### config.mk
export PLATFORM = sky130hd
export DESIGN_NAME = aurora_rx_frame_buffer
export DESIGN_NICKNAME = d
export VERILOG_FILES = /design/src/rtl/aurora_rx_frame_buffer.sv
export SDC_FILE = /design/constraint.sdc
export NUM_CORES = 2
export LEC_CHECK = 0
export CAP_MARGIN = 15
export CORE_UTILIZATION = 40
export CTS_CLUSTER_DIAMETER = 50
export DETAILED_ROUTE_END_ITERATION = 10
export MAX_ROUTING_LAYER = met4
export SLEW_MARGIN = 20
export SYNTH_ARGS = -nofsm -noshare
export SYNTH_HDL_FRONTEND = slang
export SYNTH_SLANG_ARGS = --single-unit
### constraint.sdc
create_clock -name m_axis_aclk -period 7.2 [get_ports m_axis_aclk]
set_input_delay 1.44 -clock m_axis_aclk [delete_from_list [all_inputs] [get_ports m_axis_aclk]]
set_output_delay 1.44 -clock m_axis_aclk [all_outputs]
set_load 0.05 [all_outputs]
### src/rtl/aurora_rx_frame_buffer.sv
// Store-and-forward frame buffer behind the Aurora RX user interface: absorbs
// whole frames, optionally checks/strips the trailing sequence word, and
// releases only committed frames to a ready/valid consumer.
//
// Handshakes: the upstream side has no ready, so every word with
// s_axis_tvalid=1 is consumed on the clock edge where it is sampled. The
// downstream side transfers a word on every edge where m_axis_tvalid and
// m_axis_tready are both 1. While m_axis_tvalid=1, m_axis_tdata and
// m_axis_tlast hold until that transfer happens.
module aurora_rx_frame_buffer #(
  parameter int DEPTH_LOG2 = 6,
  parameter int DATA_WIDTH = 32
) (
  input  logic                  m_axis_aclk,
  input  logic                  m_axis_aresetn,
  input  logic                  s_axis_tvalid,
  input  logic [DATA_WIDTH-1:0] s_axis_tdata,
  input  logic                  s_axis_tlast,
  output logic                  m_axis_tvalid,
  output logic [DATA_WIDTH-1:0] m_axis_tdata,
  output logic                  m_axis_tlast,
  input  logic                  m_axis_tready,
  input  logic                  ctrl_strip_seq_en,
  output logic [15:0]           stat_frames_ok,
  output logic [15:0]           stat_frames_dropped,
  output logic [15:0]           stat_seq_err,
  output logic [DATA_WIDTH-1:0] stat_seq_last,
  output logic [1:0]            dbg_wr_state
);

  localparam int PW    = DEPTH_LOG2 + 1;
  localparam int DEPTH = 1 << DEPTH_LOG2;

  typedef enum logic [1:0] {
    S_IDLE    = 2'd0,
    S_FILL    = 2'd1,
    S_DISCARD = 2'd2
  } wr_state_t;

  wr_state_t             r_state;
  wr_state_t             w_next_state;

  logic [PW-1:0]         r_wr_ptr;
  logic [PW-1:0]         r_commit_ptr;
  logic [PW-1:0]         r_rd_ptr;
  logic                  r_strip;
  logic                  r_seq_base;
  logic [15:0]           r_frames_ok;
  logic [15:0]           r_frames_dropped;
  logic [15:0]           r_seq_err;
  logic [DATA_WIDTH-1:0] r_seq_last;

  logic [DATA_WIDTH-1:0] r_mem      [DEPTH];
  logic                  r_mem_last [DEPTH];

  logic [PW-1:0]         w_used;
  logic                  w_full;
  logic                  w_strip;
  logic                  w_payload_empty;
  logic [PW-1:0]         w_wr_ptr_nxt;
  logic [PW-1:0]         w_commit_ptr_nxt;
  logic                  w_mem_we;
  logic                  w_mem_wlast;
  logic                  w_set_last;
  logic                  w_commit;
  logic                  w_drop;
  logic                  w_seq_chk;
  logic                  w_rd_fire;
  logic [PW-1:0]         w_prev_ptr;
  logic [DEPTH_LOG2-1:0] w_wr_addr;
  logic [DEPTH_LOG2-1:0] w_prev_addr;
  logic [DEPTH_LOG2-1:0] w_rd_addr;

  function automatic logic [15:0] sat_inc(input logic [15:0] v);
    return (v == 16'hFFFF) ? v : v + 16'd1;
  endfunction

  // Occupancy counts uncommitted words too, so a frame in flight reserves space.
  assign w_used          = r_wr_ptr - r_rd_ptr;
  assign w_full          = (w_used == PW'(DEPTH));
  assign w_payload_empty = (r_wr_ptr == r_commit_ptr);
  assign w_strip         = (r_state == S_IDLE) ? ctrl_strip_seq_en : r_strip;
  assign w_prev_ptr      = r_wr_ptr - PW'(1);
  assign w_wr_addr       = r_wr_ptr[DEPTH_LOG2-1:0];
  assign w_prev_addr     = w_prev_ptr[DEPTH_LOG2-1:0];
  assign w_rd_addr       = r_rd_ptr[DEPTH_LOG2-1:0];

  assign m_axis_tvalid   = (r_rd_ptr != r_commit_ptr);
  assign m_axis_tdata    = m_axis_tvalid ? r_mem[w_rd_addr] : '0;
  assign m_axis_tlast    = m_axis_tvalid ? r_mem_last[w_rd_addr] : 1'b0;
  assign w_rd_fire       = m_axis_tvalid & m_axis_tready;

  assign stat_frames_ok      = r_frames_ok;
  assign stat_frames_dropped = r_frames_dropped;
  assign stat_seq_err        = r_seq_err;
  assign stat_seq_last       = r_seq_last;
  assign dbg_wr_state        = r_state;

  always_comb begin
    w_next_state     = r_state;
    w_wr_ptr_nxt     = r_wr_ptr;
    w_commit_ptr_nxt = r_commit_ptr;
    w_mem_we         = 1'b0;
    w_mem_wlast      = 1'b0;
    w_set_last       = 1'b0;
    w_commit         = 1'b0;
    w_drop           = 1'b0;
    w_seq_chk        = 1'b0;
    if (s_axis_tvalid) begin
      case (r_state)
        S_IDLE, S_FILL: begin
          if (!s_axis_tlast) begin
            if (w_full) begin
              w_next_state = S_DISCARD;
            end else begin
              w_mem_we     = 1'b1;
              w_wr_ptr_nxt = r_wr_ptr + PW'(1);
              w_next_state = S_FILL;
            end
          end else begin
            w_next_state = S_IDLE;
            w_seq_chk    = w_strip;
            if (w_strip) begin
              // The sequence word is never stored; the last payload word gets the tlast bit.
              if (w_payload_empty) begin
                w_drop = 1'b1;
              end else begin
                w_set_last       = 1'b1;
                w_commit_ptr_nxt = r_wr_ptr;
                w_commit         = 1'b1;
              end
            end else if (w_full) begin
              w_drop       = 1'b1;
              w_wr_ptr_nxt = r_commit_ptr;
            end else begin
              w_mem_we         = 1'b1;
              w_mem_wlast      = 1'b1;
              w_wr_ptr_nxt     = r_wr_ptr + PW'(1);
              w_commit_ptr_nxt = r_wr_ptr + PW'(1);
              w_commit         = 1'b1;
            end
          end
        end
        S_DISCARD: begin
          if (s_axis_tlast) begin
            w_wr_ptr_nxt = r_commit_ptr;
            w_drop       = 1'b1;
            w_seq_chk    = r_strip;
            w_next_state = S_IDLE;
          end
        end
        default: w_next_state = S_IDLE;
      endcase
    end
  end

  always_ff @(posedge m_axis_aclk or negedge m_axis_aresetn) begin
    if (!m_axis_aresetn) begin
      r_state      <= S_IDLE;
      r_wr_ptr     <= '0;
      r_commit_ptr <= '0;
      r_rd_ptr     <= '0;
      r_strip      <= 1'b0;
    end else begin
      r_state      <= w_next_state;
      r_wr_ptr     <= w_wr_ptr_nxt;
      r_commit_ptr <= w_commit_ptr_nxt;
      if (w_rd_fire) begin
        r_rd_ptr <= r_rd_ptr + PW'(1);
      end
      if (s_axis_tvalid && (r_state == S_IDLE)) begin
        r_strip <= ctrl_strip_seq_en;
      end
    end
  end

  always_ff @(posedge m_axis_aclk or negedge m_axis_aresetn) begin
    if (!m_axis_aresetn) begin
      r_frames_ok      <= '0;
      r_frames_dropped <= '0;
      r_seq_err        <= '0;
      r_seq_last       <= '0;
      r_seq_base       <= 1'b0;
    end else begin
      if (w_commit) begin
        r_frames_ok <= sat_inc(r_frames_ok);
      end
      if (w_drop) begin
        r_frames_dropped <= sat_inc(r_frames_dropped);
      end
      // The first checked frame after reset only establishes the baseline.
      if (w_seq_chk) begin
        if (r_seq_base && (s_axis_tdata != r_seq_last + DATA_WIDTH'(1))) begin
          r_seq_err <= sat_inc(r_seq_err);
        end
        r_seq_last <= s_axis_tdata;
        r_seq_base <= 1'b1;
      end
    end
  end

  // Storage needs no reset: only committed entries are ever presented.
  always_ff @(posedge m_axis_aclk) begin
    if (w_mem_we) begin
      r_mem[w_wr_addr]      <= s_axis_tdata;
      r_mem_last[w_wr_addr] <= w_mem_wlast;
    end
    if (w_set_last) begin
      r_mem_last[w_prev_addr] <= 1'b1;
    end
  end

endmodule

==> impl_metrics.csv <==
group,metric,value,unit
status,status,"finished clean",
critical_path,crit_path_end_kind,"output pin",
cts,hold_buffers,0,
global_route,antenna_found_initial,8,
die,start_util,40.23,%
sta,hold_viol,0,
sta,whs,0.4721,ns
sta,maxSlewViolCount,0,
pwr,vdd_drop_max,0.5556,mV
place,dp.final_hpwl,132.7,mm
synthesis,ys_warn_count,0,
synthesis,syn_inst,3959,
global_route,grt_use_met1,29.39,%
route,drtPass1Iterations,6,
cells_and_area,fin_nets,4406,
sta,finalCriticalPeriod,6.517,ns
global_route,grt_usage,21.21,%
critical_path,path_class,"register to output pin",
pwr,leakagePower,0.03225,uW
sta,rsz0062_at_grt,"false",
synthesis,synthMuxAreaShare,17.98,%
place,numPortBuffers,153,
synthesis,synth-simple-area-share,3.114,%
sta,setup_tns,0,ns
cts,insertion_delay,0.86,ns
global_route,gr-usage-met2,33.68,%
synthesis,synth_top_family_by_area,"multiplexers",
route,drt_iter0_drc,4959,
critical_path,crit_fanout,36,
synthesis,syn_avg_cell_area,22.07,um2
die,rows,171,
place,pre_cts_slack,1.384,ns
cells_and_area,syn2layout_area_growth,16.45,%
cells_and_area,fillers,17750,
synthesis,synth_nets,4010,
synthesis,ys_seq_elements,2217,
critical_path,crit_top_cell,"mux4_2",
sta,finalClockSkew,0.04290,ns
global_route,overflow,0,
cells_and_area,layout-drive-gt1-share,30.49,%
sta,tightest_slew,1.130,ns
critical_path,critical-path-max-stage-delay,0.97,ns
route,vias_per_cell,5.792,
route,wirelength,226.5,mm
sta,max_freq,153.4,MHz
route,wl_per_cell,30.56,um
sta,finalCritPeriodShare,90.52,%
synthesis,synth_edf_count,2112,
die,coreArea,217200,um2
global_route,use_met3,2.851,%
cts,cts_buffer_depth,3,
cts,numCtsBuffers,233,
synthesis,synthAdderAreaFrac,0.1862,%
synthesis,ys.flop_type,"edfxtp_1",
cts,clkTransAtPathRegs,0.06,ns
cts,post_cts_resized,0,
job,drv_cap,0,
worst_hold_path,hp-class,"register to register",
die,die_x,469.3,um
synthesis,yosysSeqAreaShare,75.61,%
synthesis,synth_compound_area_share,0.9897,%
die,die-area,220300,um2
pwr,total_power,40320,uW
critical_path,cp-start-kind,"register",
die,fp.dieH,469.3,um
cts,cts_tree,"built",
cts,post_cts_buffers,0,
critical_path,cp.arrival,5.08,ns
cts,cts_max_level,4,
critical_path,crit_chain,"buf_4 -> buf_12 -> mux4_2 -> mux4_2 -> nand2_1 -> and3_1 -> a211oi_1 -> clkdlybuf4s50_1",
global_route,busiest_layer,"met2",
route,ant_nets,0,
cts,numClockSinks,2217,
global_route,grt_pass1_vias,43770,
pwr,power_density,396.3,nW/um2
global_route,grt_start_max_net_pins,71,
sta,setup_ws,0.6828,ns
synthesis,synthXorXnorAreaFrac,1.101,%
critical_path,crit_slowest_cell,"clkdlybuf4s50_1",
synthesis,synth_cell_type_count,76,
die,io_pins,154,
place,routabilityCongestion,0.8065,
synthesis,syn_area,87360,um2
synthesis,async_flop_share,4.736,%
sta,finalSetupViolations,0,
critical_path,worstPathRequired,5.76,ns
route,drcViolationCount,0,
cts,cts.root.buffer_cell,"clkbuf_16",
global_route,grt_pass1_wl,324.9,mm
route,num_vias,42920,
sta,slew_headroom,24.47,%
[sequential cells by signal, summed over array words and instances, names as in the netlist]
register             cells
dbg_wr_state             2
r_commit_ptr             7
r_mem                 2048
r_mem_last              64
r_rd_ptr                 7
r_seq_base               1
r_strip                  1
r_wr_ptr                 7
stat_frames_dropped     16
stat_frames_ok          16
stat_seq_err            16
stat_seq_last           32
[cell type report]
cell class | instances | area, um2 | area share [%]
sequential | 2217 | 66060 | 64.94
multi-input combinational | 1530 | 20920 | 20.57
clock buffer | 286 | 6113 | 6.009
tap | 2854 | 3571 | 3.510
timing repair buffer | 356 | 3284 | 3.229
clock inverter | 150 | 1695 | 1.667
inverter | 17 | 78.83 | 0.07749
antenna | 1 | 2.502 | 0.002460
[worst paths after layout]
kind,from,to,cells after the start,slack (ns)
setup / recovery,r_rd_ptr[0],m_axis_tdata[22],8,0.68
min in group asynchronous,m_axis_aresetn,stat_seq_err[11],1,0.63
hold reg to reg,r_seq_base,r_seq_base,1,0.47
hold / removal,r_seq_base,r_seq_base,1,0.47
setup reg to reg,r_rd_ptr[1],r_mem[61][12],13,1.83
max in group asynchronous,m_axis_aresetn,r_rd_ptr[1],2,5.13
[worst max-delay path, delay by kind of cell, from the launching register on]
kind | cells | cell delay, ns
mux | 2 | 0.52
flops | 1 | 0.71
simple gates | 2 | 0.37
compound gates | 1 | 0.90
buf+inv | 3 | 1.67
[through the flow]
step / std cells / utilization (%) / cell area [um2]
global placement: 6969 / 43.20 / 93820
floorplan: 3959 / - / 87360
global route: 7411 / 46.84 / 101700
detailed placement: 6973 / 43.24 / 93900
finish: 7411 / 46.84 / 101700
CTS: 7409 / 46.84 / 101700
[report_power, final]
group / internal [uW] / switching [uW]
logic: 5570 / 7340
registers: 14600 / 592
clock network: 7110 / 5080
total: 27300 / 13000
[kinds of logic after synthesis]
group                      Yosys count
AOI/OAI and AO/OA                  125
xor gates and xnor gates           109
adders and majority gates           13
buffers and inverters              212
DFF                               2217
muxes                              739
and+or+nand+nor                    544
[cells in the mapped netlist (5+ instances only)]
library cell	n	area, um2
nor2_1	178	668.1
and3_1	56	350.3
xnor2_1	46	402.9
edfxtp_1	2112	63420
mux2i_1	40	400.4
inv_1	12	45.04
a31oi_1	5	31.28
a21oi_1	21	105.1
clkbuf_1	109	409.1
mux2_2	38	427.9
nand3b_1	5	37.54
mux4_2	660	14860
xor2_1	62	543.0
nor3_1	17	85.08
a211oi_1	36	270.3
o22ai_1	8	50.05
and4_1	10	87.58
buf_2	32	160.2
dfrtp_1	105	2628
nor3_2	5	50.05
nor4_1	13	81.33
buf_1	46	172.7
ha_1	13	162.7
nor2b_1	9	56.30
nand2_1	140	525.5
nand4_1	21	131.4
nand2b_1	7	43.79
o21ai_0	23	115.1
and2_1	12	75.07
nand3_1	38	190.2
[routing by layer]
layer	share of wire (%)	vias up	wire length [um]
met4	1.9	0	4302
met5	0	-	0
met1	42	23440	95020
met3	6.5	301	14740
li1	-	17460	-
met2	50	1720	112400
[layout by cell type, fill, tap and decap left out, drive strengths merged, types with 18 or more instances in the layout]
cell              n
edfxtp         2112
dfrtp           105
nand3            39
inv              36
o21ai            23
mux2             39
clkbuf          286
xor2             62
buf             236
clkdlybuf4s50   120
a211oi           36
mux4            660
nand2           140
bufinv           29
nand4            23
nor4             18
nor3             22
and3             58
a21oi            21
clkinv           93
nor2            180
mux2i            40
xnor2            47
(Power assumes the default switching activity.)
